--- src/rtl/neuron_update_scheduler.sv ---
// Per-timestep neuron sweep: fetches each neuron's currents, fires the update
// engine, collects spike results and raises done (or a timeout) at the end.
module neuron_update_scheduler #(
  parameter int N_NEURON = 18,
  parameter int IDX_W    = 5,
  parameter int CUR_W    = 25,
  parameter int TIMEOUT  = 64
) (
  input  logic                    clk,
  input  logic                    reset,
  input  logic                    i_start,
  input  logic                    i_cnt_clr_req,
  output logic                    o_cur_rd,
  output logic [IDX_W-1:0]        o_cur_addr,
  input  logic signed [CUR_W-1:0] i_exc_cur,
  input  logic signed [CUR_W-1:0] i_inh_cur,
  output logic                    o_run,
  output logic signed [CUR_W-1:0] o_exc_current,
  output logic signed [CUR_W-1:0] o_inh_current,
  input  logic                    i_valid,
  input  logic                    i_spike,
  input  logic [IDX_W-1:0]        i_neuron_idx,
  output logic                    o_cnt_clr,
  output logic                    o_busy,
  output logic                    o_done,
  output logic [N_NEURON-1:0]     o_spike_vec,
  output logic [IDX_W-1:0]        o_spike_cnt,
  output logic                    o_err_timeout,
  output logic                    o_err_idx
);

  localparam int TO_W = $clog2(TIMEOUT + 1);
  localparam logic [IDX_W-1:0] LAST_IDX = IDX_W'(N_NEURON - 1);
  localparam logic [TO_W-1:0]  TO_LAST  = TO_W'(TIMEOUT - 1);

  typedef enum logic [2:0] {
    S_IDLE, S_FETCH, S_LOAD, S_RUN, S_WAIT, S_GAP, S_DONE
  } state_t;

  state_t                  state_q, state_d;
  logic [IDX_W-1:0]        idx_q, idx_d;
  logic [IDX_W-1:0]        addr_q, addr_d;
  logic [TO_W-1:0]         wcnt_q, wcnt_d;
  logic signed [CUR_W-1:0] exc_q, exc_d;
  logic signed [CUR_W-1:0] inh_q, inh_d;
  logic [N_NEURON-1:0]     vec_q, vec_d;
  logic [IDX_W-1:0]        cnt_q, cnt_d;
  logic                    err_to_q, err_to_d;
  logic                    err_idx_q, err_idx_d;
  logic                    clr_q, clr_d;

  always_comb begin
    state_d   = state_q;
    idx_d     = idx_q;
    addr_d    = addr_q;
    wcnt_d    = wcnt_q;
    exc_d     = exc_q;
    inh_d     = inh_q;
    vec_d     = vec_q;
    cnt_d     = cnt_q;
    err_to_d  = err_to_q;
    err_idx_d = err_idx_q;
    clr_d     = 1'b0;
    case (state_q)
      S_IDLE: begin
        clr_d = i_cnt_clr_req;
        if (i_start) begin
          state_d   = S_FETCH;
          idx_d     = '0;
          addr_d    = '0;
          vec_d     = '0;
          cnt_d     = '0;
          err_to_d  = 1'b0;
          err_idx_d = 1'b0;
        end
      end
      S_FETCH: state_d = S_LOAD;
      S_LOAD: begin
        exc_d   = i_exc_cur;
        inh_d   = i_inh_cur;
        state_d = S_RUN;
      end
      S_RUN: begin
        wcnt_d  = '0;
        state_d = S_WAIT;
      end
      S_WAIT: begin
        if (i_valid) begin
          // Result lands at our own idx even if the engine reports another one.
          for (int i = 0; i < N_NEURON; i++) begin
            if (idx_q == IDX_W'(i)) vec_d[i] = i_spike;
          end
          if (i_spike) cnt_d = cnt_q + 1'b1;
          if (i_neuron_idx != idx_q) err_idx_d = 1'b1;
          state_d = S_GAP;
        end else if (wcnt_q == TO_LAST) begin
          err_to_d = 1'b1;
          state_d  = S_DONE;
        end else begin
          wcnt_d = wcnt_q + 1'b1;
        end
      end
      S_GAP: begin
        if (idx_q == LAST_IDX) begin
          state_d = S_DONE;
        end else begin
          idx_d   = idx_q + 1'b1;
          addr_d  = idx_q + 1'b1;
          state_d = S_FETCH;
        end
      end
      S_DONE:  state_d = S_IDLE;
      default: state_d = S_IDLE;
    endcase
  end

  always_ff @(posedge clk) begin
    if (reset) begin
      state_q   <= S_IDLE;
      idx_q     <= '0;
      addr_q    <= '0;
      wcnt_q    <= '0;
      exc_q     <= '0;
      inh_q     <= '0;
      vec_q     <= '0;
      cnt_q     <= '0;
      err_to_q  <= 1'b0;
      err_idx_q <= 1'b0;
      clr_q     <= 1'b0;
    end else begin
      state_q   <= state_d;
      idx_q     <= idx_d;
      addr_q    <= addr_d;
      wcnt_q    <= wcnt_d;
      exc_q     <= exc_d;
      inh_q     <= inh_d;
      vec_q     <= vec_d;
      cnt_q     <= cnt_d;
      err_to_q  <= err_to_d;
      err_idx_q <= err_idx_d;
      clr_q     <= clr_d;
    end
  end

  // Strobes decode straight from the state register, so they are glitch-free
  // single-cycle pulses aligned with the state they belong to.
  assign o_cur_rd      = (state_q == S_FETCH);
  assign o_run         = (state_q == S_RUN);
  assign o_done        = (state_q == S_DONE);
  assign o_busy        = (state_q != S_IDLE);
  assign o_cur_addr    = addr_q;
  assign o_exc_current = exc_q;
  assign o_inh_current = inh_q;
  assign o_cnt_clr     = clr_q;
  assign o_spike_vec   = vec_q;
  assign o_spike_cnt   = cnt_q;
  assign o_err_timeout = err_to_q;
  assign o_err_idx     = err_idx_q;

endmodule

--- config.mk ---
export PLATFORM = sky130hd
export DESIGN_NAME = neuron_update_scheduler
export DESIGN_NICKNAME = d
export VERILOG_FILES = /design/src/rtl/neuron_update_scheduler.sv
export SDC_FILE = /design/constraint.sdc
export NUM_CORES = 1
export LEC_CHECK = 0
export BUFFER_PORTS_ARGS = -buffer_cell sky130_fd_sc_hd__clkbuf_2
export CORE_MARGIN = 5
export CORE_UTILIZATION = 54
export DETAILED_ROUTE_END_ITERATION = 8
export PLACE_DENSITY = 0.86
export SLEW_MARGIN = 5
export SYNTH_ARGS = -nofsm -noshare
export SYNTH_HDL_FRONTEND = slang
export SYNTH_SLANG_ARGS = --single-unit
--- constraint.sdc ---
create_clock -name clk -period 2.7 [get_ports clk]
set_clock_uncertainty 0.05 [all_clocks]
set_input_delay 0.405 -clock clk [delete_from_list [all_inputs] [get_ports clk]]
set_output_delay 0.405 -clock clk [all_outputs]
set_load 0.1 [all_outputs]
* Yosys cells after proc, flatten, opt, wreduce, memory -nomap -nowiden
Cells that the tools add are included.
** Storage, ports and cells
- Output and inout port bits :: 85
- Flip-flop bits (word level) :: 91
** Cells by class
- Equal/unequal tests :: 52
- $add $sub $neg :: 3
- Bitwise gates (word level) :: 1
- Muxes and demuxes :: 42
- Reduce and logical (&&, ||, !) cells :: 31
** Operator list (count)
- AND reduction 4 bit :: 21
- != test 2 bit (second input constant) :: 26
- == test 5 x 4 -> 1 bit (second input constant) :: 8
- two-way mux 18 bit :: 2
- one-hot mux 18 bit (2 select lines) :: 1
- two-way mux 1 bit :: 23
- == test 5 x 3 -> 1 bit (second input constant) :: 4
- two-way mux 5 bit :: 4
- one-hot mux 5 bit (2 select lines) :: 2
- one-hot mux 3 bit (6 select lines) :: 1
- two-way mux 7 bit :: 2
- one-hot mux 7 bit (2 select lines) :: 1
- two-way mux 3 bit :: 4
- adder 5 x 1 -> 5 bit (second input constant) :: 2
- == test 5 x 2 -> 1 bit (second input constant) :: 2
- == test 5 bit (second input constant) :: 2
- == test 3 bit (second input constant) :: 3
- adder 7 x 1 -> 7 bit (second input constant) :: 1
- == test 7 x 6 -> 1 bit (second input constant) :: 1
- == test 3 x 2 -> 1 bit (second input constant) :: 2
- AND reduction 3 bit :: 2
- nonzero test 2 bit :: 3
- == test 5 x 1 -> 1 bit (second input constant) :: 1
- logical NOT 5 bit :: 1
- 9 further kinds :: 10

* Logic depth before layout (Yosys ltp)
Gate-level depths: netlist (run 1).
- Depth after elaboration :: 4
- Gate-level depth with buffers :: 8
- Depth with buffers taken out :: 7

* Least setup slack after synthesis (run 1)
Ideal clock, no wire load.
- Kind :: register -> output
- Start point :: register state_q[2]
- End point :: output o_cur_rd
- Data arrival time :: 2.766 ns
- Setup slack :: -0.521 ns
- Cell stages (with the launch flop) :: 4
- Cells stage by stage :: dfxtp_1 > buf_4 > clkbuf_1 > nor3_1
** On the way
- Longest elaborated chain between the ends :: 1
** Ends and longest elaborated chain
- start: declaration :: line 40 : state_t state_q, state_d;
- start signal: assignment :: line 131 : state_q <= state_d;
- == test 3 x 1 -> 1 bit :: line 147 : assign o_cur_rd = (state_q == S_FETCH);
- end: declaration :: line 13 : output logic o_cur_rd,
No other way between the ends.

* Worst setup path after layout (run 1)
- Start point :: register state_q[1]
- End point :: output o_run
** On the way
- Longest elaborated chain between the ends :: 1
** Ends and longest elaborated chain
- == test 3 x 2 -> 1 bit :: line 148 : assign o_run = (state_q == S_RUN);
- end: declaration :: line 17 : output logic o_run,
No other way between the ends.

==> summary.txt, run 1 <==
Detailed routing
  • Top Metal Used: met4
  • Via density: 5.32
  • Met2 WL: 4.99 mm
  • Vias post-DR: 3,757
  • First-pass iteration count of the detailed router: 5
  • Routed Antenna Nets: 0
  • Metal3 WL: 726 µm
  • Starting DRC count in detailed routing: 160
  • Met1 Wirelength: 4.16 mm
  • Routed WL: 10.1 mm
  • Wirelength per Cell: 14.3 µm
  • Drt drc: 0

Timing
  • Hold WS: 0.212 ns
  • Max-slew headroom: 48.0%
  • Fin. max-slew vios: 0
  • Setup violators final: 0
  • Final hold vios: 0
  • Max Clk Rate: 0.434 GHz
  • RSZ-0062 raised after global routing: no
  • Min Clock Period, post-route: 2.31 ns
  • Setup_tns: 0 ns
  • Final Cycle Share: 85.4%
  • Worst slew pin tran: 0.780 ns

Setup path
  • CP max stage delay: 0.63 ns
  • FF-to-FF path depth: 5
  • Reg2reg end: o_spike_cnt[3]
  • Crit path required time: 2.25 ns
  • Crit-path leading delay family: buffers and inverters
  • WP data arrival: 1.85 ns
  • WP buf/inv: 2
  • Slowest CP cell: dfxtp_1
  • R2R setup slack: 0.59 ns
  • Type of the worst setup path: flip-flop to output port
  • Startpoint Class: flip-flop
  • Crit path cell chain: nand3b_1 > inv_1 > clkbuf_2
  • Worst setup EP type: output port
  • Crit Path Max Fanout: 13
  • Critical R2R Launch: state_q[2]

Hold path
  • Hold WC Path Type: input pin to flip-flop
  • WHS Path Cells: 3
  • Min-Delay Endpoint: o_exc_current[17]
  • Hold Path Origin: i_exc_cur[17]

CTS
  • Clock Path Buffers: 2
  • Clock root buffer: clkbuf_8
  • Total setup buffers inserted after CTS: 0
  • CTS tree: built
  • TritonCTS Buffers: 9
  • Latest clock arrival within the worst-skew pair: 0.35 ns
  • Clock Sinks: 91
  • CTS Hold Bufs: 0
  • Clock-pin slew on the worst setup and hold paths: 0.10 ns
  • H-Tree Depth: 3
  • Post-cts resize count: 0

Floorplan
  • Die Area: 9460 µm²
  • Num rows: 31
  • Die H: 97.2 µm
  • Initial Utilization: 56.1%
  • Die Width: 97.2 µm
  • Num ports: 146
  • CORE AREA: 7330 µm²

Synthesis
  • Synth async-reset ratio: 0%
  • Netlist Area Pre-Place: 4110 µm²
  • Compound-Gate Fraction of Synth Area: 14.5%
  • Xor-xnor portion of the synthesized cell area: 1.92%
  • Syn_area_per_cell: 8.62 µm²
  • Netlist cell types: 56
  • Ys Warns: 0
  • Post-Syn Instances: 477
  • Ys flop type: dfxtp_1
  • Simple-Gate Fraction of Synth Area: 26.0%
  • Largest family of logic cells by synthesized area: simple AND/OR/NAND/NOR gates
  • Synth Area in Adders: 2.13%
  • Net Count, Synth: 545
  • Yosys reg bits: 91
  • Mux cell area share after synthesis: 5.48%
  • Number of synthesized flops with an enable pin: 0
  • Sequential area share after synthesis: 44.3%

Layout
  • Layout cell share with drive strength beyond 1: 31.8%
  • Commonest non-fill, non-tap cell in the layout: clkbuf_2
  • Area grow syn2layout: 21.6%
  • Non-Filler Instances: 706
  • ANT cells: 0
  • Most frequent cells in the layout: clkbuf_2, nand2_1, dfxtp_1
  • FILL cells: 585
  • Nets: 671

Placement
  • Placer congestion estimate: 0.928
  • DP Cell Count: 691
  • Port Buf Inserts: 145
  • Hpwl dp: 7.49 mm

GRT
  • Largest net degree at the start of global routing: 51
  • GRT Overall Usage: 20.7%
  • Initial antenna violation count: 0
  • Congestion Overflow GR: 0
  • Vias in the first global route: 3,525
  • First-pass GRT wire length: 16.6 mm

Power
  • Pwr Total: 3.26 mW
  • Max VDD drop: 0.447 mV
  • Power per cell area: 653 nW/µm²
  • Leak: 2.09 nW

Flow run
  • Max_cap viols: 0

Status
  • Run status: completed
## per-stage QoR
stage / setup WS [ns] / area (µm²) / util (%)
5_1_grt: 0.253 / 5000 / 68.2
3_3_place_gp: 0.671 / 4820 / 65.8
6_report: 0.395 / 5000 / 68.2
3_5_place_dp: 0.623 / 4820 / 65.8
4_1_cts: 0.403 / 5000 / 68.2
2_1_floorplan: 0.323 / 4120 / -
## logic make-up (layout without fill, tap and decap cells)
logic type	Yosys count	in the layout
xor gates and xnor gates	9	9
and+or+nand+nor	212	212
DFF	91	91
buffers and inverters	46	176
muxes	21	21
AOI/OAI and AO/OA	91	91
adders and majority gates	7	7
## worst max-delay path by stage
stage	start	cells after the start	to	slack [ns]
after CTS	state_q[1]	3	o_run	0.40
after global routing	state_q[1]	3	o_run	0.25
after global placement	state_q[2]	5	o_spike_cnt[3]	0.67
after floorplan	state_q[2]	3	o_cur_rd	0.32
final	state_q[1]	3	o_run	0.39
after detailed placement	state_q[2]	5	o_spike_cnt[3]	0.62
## flip-flops by register name, indices dropped and copies added, names as in the netlist
register,count
o_cnt_clr,1
o_cur_addr,5
o_err_idx,1
o_err_timeout,1
o_exc_current,25
o_inh_current,25
o_spike_cnt,5
o_spike_vec,18
state_q,3
wcnt_q,7
## synthesized netlist by cell type, types with 5 or more instances
library cell | number | area (µm²)
ha_1 | 7 | 87.6
dfxtp_1 | 91 | 1820
inv_1 | 8 | 30.0
xor2_1 | 7 | 61.3
nand4bb_1 | 9 | 101
nand3_1 | 8 | 40.0
mux2i_1 | 18 | 180
a211oi_2 | 9 | 113
nand2_1 | 120 | 450
nor3_1 | 5 | 25.0
a21oi_1 | 60 | 300
clkbuf_1 | 15 | 56.3
nor2_1 | 26 | 97.6
nand4_1 | 5 | 31.3
nand2b_1 | 5 | 31.3
and3_1 | 5 | 31.3
buf_2 | 12 | 60.1
## cell type report
class	instances	area [µm²]	area share (%)
well taps	99	124	2.48
repair buffers	152	778	15.6
multi-input cells	340	2070	41.3
clock buffers	9	124	2.48
flip-flops and latches	91	1820	36.5
inverters	9	33.8	0.676
clock inverters	6	48.8	0.977
## routing by layer
layer,global-route usage [%],vias up
met2,35.6,129
met5,0,-
met4,8.09,0
li1,-,1886
met1,24.5,1725
met3,5.74,17
## worst register-to-register path: stages, from the launching register on
cell and delay [ns]:
dfxtp_1 0.66, buf_4 0.34, or4b_4 0.22, nand2b_1 0.18
or4_1 0.55, nand2_1 0.08
## report_power, final
part | internal [mW] | total [mW] | switching [mW]
Combinational | 0.197 | 0.973 | 0.776
Clock | 0.339 | 0.828 | 0.489
Sequential | 1.41 | 1.46 | 0.0504
Total | 1.95 | 3.26 | 1.32
Power figures use the tool's default switching activity.
==> inputs of run 2 (changes only) <==
CORE_ASPECT_RATIO = 1.5   (was not set)
CORE_UTILIZATION = 30   (was 54)
PLACE_DENSITY = 0.58   (was 0.86)
==> summary.txt, run 2 (synthesized netlist as in run 1, its figures left out) <==
Floorplan
  • Die Width: 106 µm
  • Initial Utilization: 30.5%
  • CORE AREA: 13,500 µm²
  • Num ports: 146
  • Die H: 153 µm
  • Num rows: 52
  • Die Area: 16,200 µm²

Setup path
  • Worst setup EP type: output port
  • Startpoint Class: flip-flop
  • CP max stage delay: 0.64 ns
  • Crit path required time: 2.25 ns
  • Worst Setup SP: state_q[1]
  • Critical R2R Launch: state_q[2]
  • WP data arrival: 1.89 ns
  • Slowest CP cell: dfxtp_1
  • Crit Path Max Fanout: 13
  • Crit path cell chain: nand3b_1 > inv_1 > clkbuf_2
  • Type of the worst setup path: flip-flop to output port

CTS
  • Clock root buffer: clkbuf_16
  • Clock Sinks: 91
  • Total setup buffers inserted after CTS: 0
  • H-Tree Depth: 3
  • CTS tree: built
  • Clock Path Buffers: 2
  • CTS Hold Bufs: 0
  • TritonCTS Buffers: 9
  • Post-cts resize count: 0
  • Clock-pin slew on the worst setup and hold paths: 0.07 ns
  • Latest clock arrival within the worst-skew pair: 0.33 ns

Layout
  • Nets: 669
  • Most frequent cells in the layout: clkbuf_2, nand2_1, dfxtp_1
  • FILL cells: 1,371
  • Post-route cell area: 5300 µm²
  • Area grow syn2layout: 29.0%
  • Commonest non-fill, non-tap cell in the layout: clkbuf_2
  • Fin util: 39.4%
  • Layout cell share with drive strength beyond 1: 31.7%
  • ANT cells: 0

GRT
  • Met2 Usage GRT: 23.1%
  • M3 GR Usage: 4.14%
  • GRT Overall Usage: 13.5%
  • Largest net degree at the start of global routing: 83
  • Grt met1 use: 16.0%
  • Vias in the first global route: 3,571
  • Initial antenna violation count: 0
  • Congestion Overflow GR: 0
  • Most used routing layer: met2
  • First-pass GRT wire length: 18.0 mm

Detailed routing
  • Starting DRC count in detailed routing: 155
  • Via density: 4.77
  • Routed WL: 11.1 mm
  • Drt drc: 0
  • Vias post-DR: 3,665
  • Wirelength per Cell: 14.4 µm
  • Routed Antenna Nets: 0
  • First-pass iteration count of the detailed router: 4

Timing
  • Final hold vios: 0
  • Setup_tns: 0 ns
  • Min Clock Period, post-route: 2.34 ns
  • RSZ-0062 raised after global routing: no
  • Worst Slack Setup Final: 0.355 ns
  • Max Clk Rate: 0.426 GHz
  • Hold WS: 0.238 ns
  • Worst slew pin tran: 0.790 ns
  • Max-slew headroom: 47.2%
  • Fin. max-slew vios: 0
  • Final Cycle Share: 86.8%
  • Setup violators final: 0

Placement
  • Placer congestion estimate: 0.770
  • Pre-CTS setup slack: 0.613 ns
  • Hpwl dp: 8.19 mm
  • Post-place instance area: 4930 µm²
  • Port Buf Inserts: 145

Status
  • Run status: completed

Power
  • Max VDD drop: 0.326 mV
  • Leak: 2.20 nW
  • Power per cell area: 757 nW/µm²

Flow run
  • Max_cap viols: 0

Hold path
  • Hold WC Path Type: input pin to flip-flop
  • Hold Path Origin: i_exc_cur[15]
[run 2: cell types whose count changed in the layout (fill, tap and decap cells not counted)]
cell        before  now
clkbuf_1         0    1
clkbuf_8         9    2
buf_12           0    3
buf_4            7    2
bufinv_16        0    4
and3_2           0    1
clkbuf_16        0    9
and3_1           5    4
clkinvlp_4       3    0
inv_6            3    0
[run 2: through the flow]
| stage | instances | power (mW) |
|---|---|---|
| after global placement | 752 | 2.48 |
| final | 768 | 4.01 |
| after global routing | 768 | 4.19 |
| after CTS | 768 | 4.07 |
| after detailed placement | 752 | 2.49 |
| after floorplan | 477 | 2.31 |
[run 2: layer usage]
| layer | up-vias | routed length [µm] |
|---|---|---|
| li1 | 1871 | - |
| met1 | 1672 | 4630 |
| met2 | 110 | 5540 |
| met3 | 12 | 744 |
| met4 | 0 | 162 |
| met5 | - | 0 |
[run 2: cell type report]
class	count	area (µm²)	share of cell area (%)
Clock buffer	12	256	4.84
Clock inverter	4	120	2.27
Sequential cell	91	1820	34.4
Inverter	9	33.8	0.637
Multi-Input combinational cell	340	2070	39.0
Tap cell	162	203	3.82
Timing Repair Buffer	150	801	15.1
[run 2: power breakdown]
group	leakage [nW]	switching (mW)	internal, mW	total (mW)
combinational	1.28	0.782	0.206	0.987
clock	0.183	0.511	1.05	1.56
sequential	0.738	0.0531	1.41	1.46
[run 2: path summary, 6_finish.rpt]
path | end | slack [ns] | cells after the start
min reg2reg | o_err_timeout | 0.40 | 2
max reg2reg | o_spike_vec[0] | 0.57 | 4
min | o_exc_current[15] | 0.24 | 3
max | o_run | 0.36 | 3
[run 2: critical path: cells and delay by family, from the launching register on]
kind | cells | cell delay, ns
and+or+nand+nor | 1 | 0.24
DFF | 1 | 0.64
buffers and inverters | 2 | 0.68
